[src/rtl/fir_pkg.sv]
// Shared constants and types for the 4-tap FIR and its inverse (fir_deconv).
// Latency: n/a (compile-time definitions only).
// Backpressure: n/a.
// Contents: sample width W, filter length NTAPS, tap coefficients, FSM state type.
package fir_pkg;

   localparam int W     = 8;
   localparam int NTAPS = 4;

   // Tap 0 must stay 1 so the inverse filter recovers x exactly.
   // The forward FIR reads the same array, which keeps both ends consistent.
   localparam int unsigned COEFF [NTAPS] = '{1, 2, 3, 4};

   typedef enum logic [1:0] {
      IDLE = 2'd0,
      MAC  = 2'd1,
      HOLD = 2'd2
   } state_t;

endpackage

[src/rtl/fir_deconv_if.sv]
// Valid/ready bundle carrying filtered samples in and recovered samples out.
// Latency: n/a (wiring only).
// Backpressure: standard valid/ready on both the y side and the x side.
// Signals: in_valid/in_ready/y_in (filtered stream), out_valid/out_ready/x_out (recovered stream).
interface fir_deconv_if #(
   parameter int W = 8
) ();

   logic         in_valid;
   logic         in_ready;
   logic [W-1:0] y_in;
   logic         out_valid;
   logic         out_ready;
   logic [W-1:0] x_out;

   // slave: the deconvolver itself
   modport slave (
      input  in_valid,
      input  y_in,
      input  out_ready,
      output in_ready,
      output out_valid,
      output x_out
   );

   // master: whatever feeds y and consumes x
   modport master (
      output in_valid,
      output y_in,
      output out_ready,
      input  in_ready,
      input  out_valid,
      input  x_out
   );

endinterface

[src/rtl/fir_deconv_mac.sv]
// One multiply-subtract step of the recursion: res = acc - coeff*hist mod 2^W.
// Latency: combinational.
// Backpressure: none (pure datapath, sequenced by fir_deconv).
// Ports: acc (running value), coeff (tap k), hist (x[n-k]), res (updated value).
module fir_deconv_mac #(
   parameter int W = 8
) (
   input  logic [W-1:0] acc,
   input  logic [W-1:0] coeff,
   input  logic [W-1:0] hist,
   output logic [W-1:0] res
);

   logic [2*W-1:0] prod;

   // Full-width product; only its low W bits can affect a mod-2^W result,
   // so the difference is formed at 2W and truncated in one step.
   assign prod = (2*W)'(coeff) * (2*W)'(hist);
   assign res  = W'({{W{1'b0}}, acc} - prod);

endmodule

[src/rtl/fir_deconv.sv]
// Inverse of the 4-tap FIR: x[n] = y[n] - 2x[n-1] - 3x[n-2] - 4x[n-3] mod 2^W.
// Latency: 4 cycles from input handshake to out_valid; min sample period 5 cycles.
// Backpressure: one sample in flight; in_ready stays low until x_out is taken.
// Ports: clk, reset (sync, active-low), bus (fir_deconv_if.slave: y in, x out).
module fir_deconv #(
   parameter int W     = fir_pkg::W,
   parameter int NTAPS = fir_pkg::NTAPS
) (
   input  logic         clk,
   input  logic         reset,
   fir_deconv_if.slave  bus
);

   import fir_pkg::*;

   state_t       state;
   logic [W-1:0] acc;
   logic [1:0]   k;
   logic [W-1:0] hist [1:NTAPS-1];   // hist[i] = x[n-i]
   logic [W-1:0] result;
   logic         result_valid;
   logic         accept_en;          // registered in_ready, depends on state only

   logic [W-1:0] coeff_k;
   logic [W-1:0] hist_k;
   logic [W-1:0] mac_res;

   // Select the tap and history word for the current step.
   always_comb begin
      coeff_k = W'(COEFF[k]);
      hist_k  = '0;
      for (int i = 1; i < NTAPS; i++) begin
         if (k == 2'(i)) hist_k = hist[i];
      end
   end

   fir_deconv_mac #(.W(W)) u_mac (
      .acc   (acc),
      .coeff (coeff_k),
      .hist  (hist_k),
      .res   (mac_res)
   );

   always_ff @(posedge clk) begin
      if (!reset) begin
         state        <= IDLE;
         acc          <= '0;
         k            <= '0;
         result       <= '0;
         result_valid <= 1'b0;
         accept_en    <= 1'b0;
         for (int i = 1; i < NTAPS; i++) hist[i] <= '0;
      end else begin
         case (state)
            IDLE: begin
               if (accept_en && bus.in_valid) begin
                  acc       <= bus.y_in;   // tap 0 is 1, so y seeds the accumulator
                  k         <= 2'd1;
                  accept_en <= 1'b0;
                  state     <= MAC;
               end else begin
                  accept_en <= 1'b1;       // first cycle after reset release
               end
            end

            MAC: begin
               acc <= mac_res;
               if (k == 2'(NTAPS - 1)) begin
                  // History advances here, not on the output handshake, so a
                  // stalled consumer never disturbs the recursion.
                  result       <= mac_res;
                  result_valid <= 1'b1;
                  hist[1]      <= mac_res;
                  for (int i = 2; i < NTAPS; i++) hist[i] <= hist[i-1];
                  k            <= '0;
                  state        <= HOLD;
               end else begin
                  k <= k + 2'd1;
               end
            end

            HOLD: begin
               if (bus.out_ready) begin
                  result_valid <= 1'b0;
                  accept_en    <= 1'b1;
                  state        <= IDLE;
               end
            end

            default: begin
               state <= IDLE;
            end
         endcase
      end
   end

   assign bus.in_ready  = accept_en;
   assign bus.out_valid = result_valid;
   assign bus.x_out     = result;

endmodule

[src/flat_wrapper.sv]
// flat-port wrapper written by rule: the top's interface ports become plain ports
module fir_deconv_flat import fir_pkg::*;
#(
   parameter int W     = fir_pkg::W,
   parameter int NTAPS = fir_pkg::NTAPS
)
  (clk, reset, bus_in_valid, bus_y_in, bus_out_ready, bus_in_ready, bus_out_valid, bus_x_out);
  fir_deconv_if #(.W(W)) bus_i ();
  input  logic clk;
  input  logic reset;
  input wire logic [$bits(bus_i.in_valid)-1:0] bus_in_valid;
  input wire logic [$bits(bus_i.y_in)-1:0] bus_y_in;
  input wire logic [$bits(bus_i.out_ready)-1:0] bus_out_ready;
  output wire logic [$bits(bus_i.in_ready)-1:0] bus_in_ready;
  output wire logic [$bits(bus_i.out_valid)-1:0] bus_out_valid;
  output wire logic [$bits(bus_i.x_out)-1:0] bus_x_out;
  assign bus_i.in_valid = bus_in_valid;
  assign bus_i.y_in = bus_y_in;
  assign bus_i.out_ready = bus_out_ready;
  assign bus_in_ready = bus_i.in_ready;
  assign bus_out_valid = bus_i.out_valid;
  assign bus_x_out = bus_i.x_out;
  fir_deconv #(.W(W), .NTAPS(NTAPS)) u_core (.clk(clk), .reset(reset), .bus(bus_i));
endmodule
[config.mk]
export PLATFORM = sky130hd
export DESIGN_NAME = fir_deconv_flat
export DESIGN_NICKNAME = d
export VERILOG_FILES = /design/src/rtl/fir_pkg.sv /design/src/rtl/fir_deconv_if.sv /design/src/rtl/fir_deconv_mac.sv /design/src/rtl/fir_deconv.sv /design/src/flat_wrapper.sv
export SDC_FILE = /design/constraint.sdc
export NUM_CORES = 1
export LEC_CHECK = 0
export CORE_MARGIN = 10
export CORE_UTILIZATION = 55
export CTS_BUF_LIST = sky130_fd_sc_hd__clkbuf_4 sky130_fd_sc_hd__clkbuf_8
export CTS_CLUSTER_DIAMETER = 200
export DETAILED_ROUTE_END_ITERATION = 7
export PLACE_DENSITY_LB_ADDON = 0.3
export SETUP_SLACK_MARGIN = 0.4
export SYNTH_ARGS = -nofsm -noshare
export SYNTH_HDL_FRONTEND = slang
export SYNTH_SLANG_ARGS = --single-unit
[constraint.sdc]
create_clock -name clk -period 12.6 [get_ports clk]
set_input_delay 1.89 -clock clk [delete_from_list [all_inputs] [get_ports clk]]
set_output_delay 1.89 -clock clk [all_outputs]
set_load 0.005 [all_outputs]
## Yosys cells after proc, flatten, opt, wreduce, memory -nomap -nowiden

Memories as Yosys holds them, arrays and structs flattened.
Cells that the tools add are included.

- Shift operators: 0
- Equal/unequal tests: 8
- Bitwise operators: 4
- Add/subtract/negate cells: 2
- $mul: 1
- Reductions and logical operators: 10
- Divide/modulo/power cells: 0
- Muxes and demuxes: 28
- Magnitude comparators: 1

Operator list:

| operator | number |
|---|---|
| $mux W8 | 9 |
| $bmux W32 S2 | 1 |
| $pmux W8 S2 | 1 |
| $mux W1 | 9 |
| $mul A8 B8 Y8 | 1 |
| $mux W2 | 4 |
| $sub A8 B8 Y8 | 1 |
| $eq A2 B2 Y1 const B | 3 |
| $pmux W2 S3 | 1 |
| $reduce_and A2 Y1 | 3 |
| $reduce_and A3 Y1 | 2 |
| $reduce_bool A2 Y1 | 3 |
| $eq A2 B1 Y1 const B | 2 |
| $ne A2 B1 Y1 const B | 2 |
| $pmux W1 S2 | 2 |
| $pmux W2 S2 | 1 |
| $ge A3 B3 Y1 const B | 1 |
| $not A2 Y3 | 1 |
| $or A1 B1 Y1 | 3 |
| $add A2 B1 Y2 const B | 1 |
| $logic_not A2 Y1 | 1 |
| $ne A2 B2 Y1 const B | 1 |
| $logic_and A1 B1 Y1 | 1 |

- Memories: 1
- Output and inout port bits: 10
- Bits in read-only memories: 0
- Bits of input ports: 12
- Bits in latches: 0
- Bits in registers: 22
- Bits in writable memories: 24
- Logic and storage cells: 61

Memories:

| name | words | bits a word | read ports | clocked after Yosys merged registers in | wr ports | RTL line | RTL |
|---|---|---|---|---|---|---|---|
| u_core.hist | 3 | 8 | 3 | 0 | 3 | fir_deconv.sv:19 | `logic [W-1:0] hist [1:NTAPS-1];` |

## Longest topological paths before layout

- Depth after elaboration: 7
- Mapped depth: 22
- Mapped depth without buffers: 21

## By module

Synthesis repeated with hierarchy kept, for this count alone.

- Cell total of the unflattened synthesis: 326
- Area, all modules: 3378.2 µm²

Modules (own cells, without submodules):

| module | cells each | times used | area each (µm²) | sequential area each (µm²) |
|---|---|---|---|---|
| fir_deconv | 180 | 1 | 2130.8 | 1161.1 |
| fir_deconv_mac | 146 | 1 | 1247.4 | 0.0 |

## Worst setup path before layout

Ideal clock, no wire load.

- Path type: reg-to-reg
- Start: register u_core.k[0]
- End: register u_core.hist[0][15] (netlist name)
- Period minus slack after synthesis: 4.334 ns
- Path buffers: 2
- Arrival: 4.069 ns
- Library setup time: 0.265 ns
- Path slack: 8.266 ns
- Required time: 12.335 ns
- Stages on the path, launching flop included: 20
- Path through: dfxtp_1 inv_1 ha_1 clkbuf_8 clkbuf_1 a21oi_1 o21ai_0 and2_1 ha_1 ha_1 inv_1 fa_1 inv_1 fa_1 inv_1 ha_1 and4_1 a21oi_1 xor2_1 nor2_1

RTL lines:

| item | RTL line | RTL |
|---|---|---|
| start, declared | fir_deconv.sv:18 | `logic [1:0] k;` |
| start signal, assigned | fir_deconv.sv:78 | `k <= k + 2'd1;` |

==> flow_summary.yaml <==
placement:
  io_buffers: 21
  dp_hpwl_um: 4791
  placed_cell_area_um2: 3159
  gp_congestion: 0.8722
  dp.cells: 383
power:
  cellPowerDensity_nw_per_um2: 118.6
  p_sw_share_pct: 30.42
  p_clk_share_pct: 28.9
  seq_power_share_pct: 43.5
  p_switching_mw: 0.1181
  p_comb_share_pct: 27.6
  leakage_nw: 1.428
  ir_worst_vdd_v: 0.00008448
  p_int_mw: 0.2701
yosys:
  synth-main-ff-cell: "edfxtp_1"
  synth_edf_count: 24
  synthCells: 303
  ys_warn_count: 0
  synth_area_leaders: "edfxtp_1 25%, dfxtp_1 15%, ha_1 13%"
  synth.avg_cell_area_um2: 9.621
  async_flop_share_pct: 0
  ys_seq_area_share_pct: 39.83
  syn_area_um2: 2915
  yosys.area.top_type_share_pct: 24.72
  yosysTopAreaCell: "edfxtp_1"
  ys_seq_elements: 46
  ys_types: 38
  synth_nets: 353
die:
  num_io_pins: 22
  die_h_um: 92.81
  rows: 26
  die_x_um: 92.81
  dieArea_um2: 8613
  initial_core_util_pct: 56.72
  core_um2: 5140
setup_path:
  startpoint_type: "flop"
  crit_path_end_kind: "flop"
  slowest_delay_ns: 0.54
  path_buf_inv: 4
  arrival_ns: 4.78
  worstSetupPathType: "reg -> reg"
  worst-endpoint-required_ns: 12.65
  critPathMaxFanout: 18
  cp_top_family: "adder cells"
  cp_cell_sequence: "inv_1 -> ha_1 -> nor2_1 -> a21oi_1 -> o21ai_0 -> and2_1 -> ha_1 -> ha_1 -> inv_1 -> fa_1 -> inv_1 -> fa_1 -> inv_1 -> ha_1 -> and4_1 -> a21oi_1 -> xor2_1 -> nor2_1"
  path_depth: 18
  r2r_cells: 18
  slowest_stage: "ha_1"
global_route:
  grt_pass1_vias: 2124
  grt_max_degree: 26
  grt_pass1_wl_um: 10130
  overflow: 0
  grt_usage_pct: 14.66
  antenna_found_initial: 0
final_layout:
  areaGrowthSynthToFinish_pct: 12.27
  diodes: 0
  nFillCells: 428
  final_core_util_pct: 63.68
  fin_nets: 370
  stdcell_area_um2: 3273
  drive_gt1_share_pct: 5.919
  final_common_cell: "nor2_1"
  instances_no_fill: 391
  final_cell_mix: "35 x nor2_1, 30 x ha_1, 29 x inv_1, 27 x and2_1, 24 x edfxtp_1"
timing:
  period_needed_ns: 4.737
  max_freq_mhz: 211.1
  rsz0062_at_grt: "false"
  tightest_slew_ns: 1.095
  hold_violations: 0
  slew_violations: 0
  clock_skew_ns: 0.006143
  tns_ns: 0
  slew_headroom_pct: 26.86
  setup_viol: 0
  finalCritPeriodShare_pct: 37.59
routing:
  dr.first_iter.drc_count: 161
  ant_nets: 0
  viasPerCell: 5.368
  drc: 0
  dr.pass1.iters: 5
  wl_per_cell_um: 15.76
  wl_um: 6162
  vias: 2099
clocking:
  cts_resized: 0
  numCtsBuffers: 5
  clk_path_buf_depth: 2
  cts.htree.levels: 2
  post_cts_buffers: 0
  cts_sinks: 46
  clkLatencyLatePin_ns: 0.30
  cts-root-buf: "clkbuf_8"
  clkTransAtPathRegs_ns: 0.09
  cts_tree: "yes"
  hold_buffers: 0
min_path:
  hp-class: "reg -> reg"
  hold_depth: 1
flow_run:
  cap_violations: 0
outcome:
  status: "finished clean"
stage by stage:
stage | hold slack (ns) | worst slack (ns) | total power, mW
floorplan | 0.4460 | 8.266 | 0.2491
global placement | 0.4335 | 8.023 | 0.2748
detailed placement | 0.4381 | 7.906 | 0.2783
CTS | 0.4578 | 7.884 | 0.3890
global route | 0.4872 | 7.553 | 0.4078
finish | 0.4543 | 7.863 | 0.3881
layer usage:
layer / track usage (%) / vias up / share of wire [%]
met5: 0 / - / 0
met4: 6.555 / 0 / 2.5
met3: 3.713 / 10 / 4.5
met2: 26.17 / 51 / 51
met1: 15.92 / 986 / 42
li1: - / 1052 / -
path summary, 6_finish.rpt:
kind              slack [ns]                          endpoint                             start
setup reg to reg        7.86  u_core.hist[0][15]$_SDFFCE_PN0P_          u_core.k[0]$_SDFFE_PN0P_
setup / recovery        7.86  u_core.hist[0][15]$_SDFFCE_PN0P_          u_core.k[0]$_SDFFE_PN0P_
hold reg to reg         0.45  u_core.bus.x_out[4]$_SDFFE_PN0P_  u_core.bus.x_out[4]$_SDFFE_PN0P_
hold / removal          0.45  u_core.bus.x_out[4]$_SDFFE_PN0P_  u_core.bus.x_out[4]$_SDFFE_PN0P_
state kept, by name (all words and copies together), names as in the netlist:
| signal | flops |
|---|---|
| u_core.bus.x_out | 8 |
| u_core.bus.in_ready | 1 |
| u_core.acc | 8 |
| u_core.state | 2 |
| u_core.k | 2 |
| u_core.hist | 24 |
| u_core.bus.out_valid | 1 |
layout make-up:
| type | instances | area [um^2] | area share (%) |
|---|---|---|---|
| Tap cell | 70 | 87.58 | 2.676 |
| Sequential cell | 46 | 1161 | 35.47 |
| Inverter | 29 | 108.9 | 3.326 |
| Clock buffer | 6 | 76.32 | 2.332 |
| Clock inverter | 2 | 37.54 | 1.147 |
| Timing Repair Buffer | 21 | 210.2 | 6.422 |
| Multi-Input combinational cell | 217 | 1592 | 48.62 |
power by group through the flow:
stage / sequential (mW) / combinational [mW] / clock, mW
2_1_floorplan: 0.171 / 0.0784 / 0
3_3_place_gp: 0.172 / 0.103 / 0
3_5_place_dp: 0.172 / 0.106 / 0
4_1_cts: 0.169 / 0.107 / 0.113
5_1_grt: 0.170 / 0.119 / 0.119
6_report: 0.169 / 0.107 / 0.112
worst reg2reg max path, delay by kind of cell (launching register included):
kind	cells	cell delay [ns]
buffers and inverters	4	0.26
and+or+nand+nor	4	0.63
AOI/OAI and AO/OA	3	0.44
xor gates and xnor gates	1	0.28
adders and majority gates	6	2.52
DFF	1	0.36
Yosys cell counts (all sizes together), types with 7 or more instances:
cell,instances
ha,30
xnor2,8
nand2,18
a21o,7
clkbuf,8
a21oi,20
and2,27
edfxtp,24
o21ai,11
fa,8
dfxtp,22
nor2,35
inv,29
cell families (layout without fill, tap and decap cells):
group / Yosys count / count (layout) / synth area share [%]
AOI/OAI and AO/OA: 59 / 59 / 12.75
DFF: 46 / 46 / 39.83
muxes: 5 / 5 / 1.931
xor gates and xnor gates: 12 / 12 / 4.077
and+or+nand+nor: 103 / 103 / 17.47
adders and majority gates: 38 / 38 / 18.37
buffers and inverters: 40 / 58 / 5.579
No activity file was read; power rests on OpenSTA's default activity.
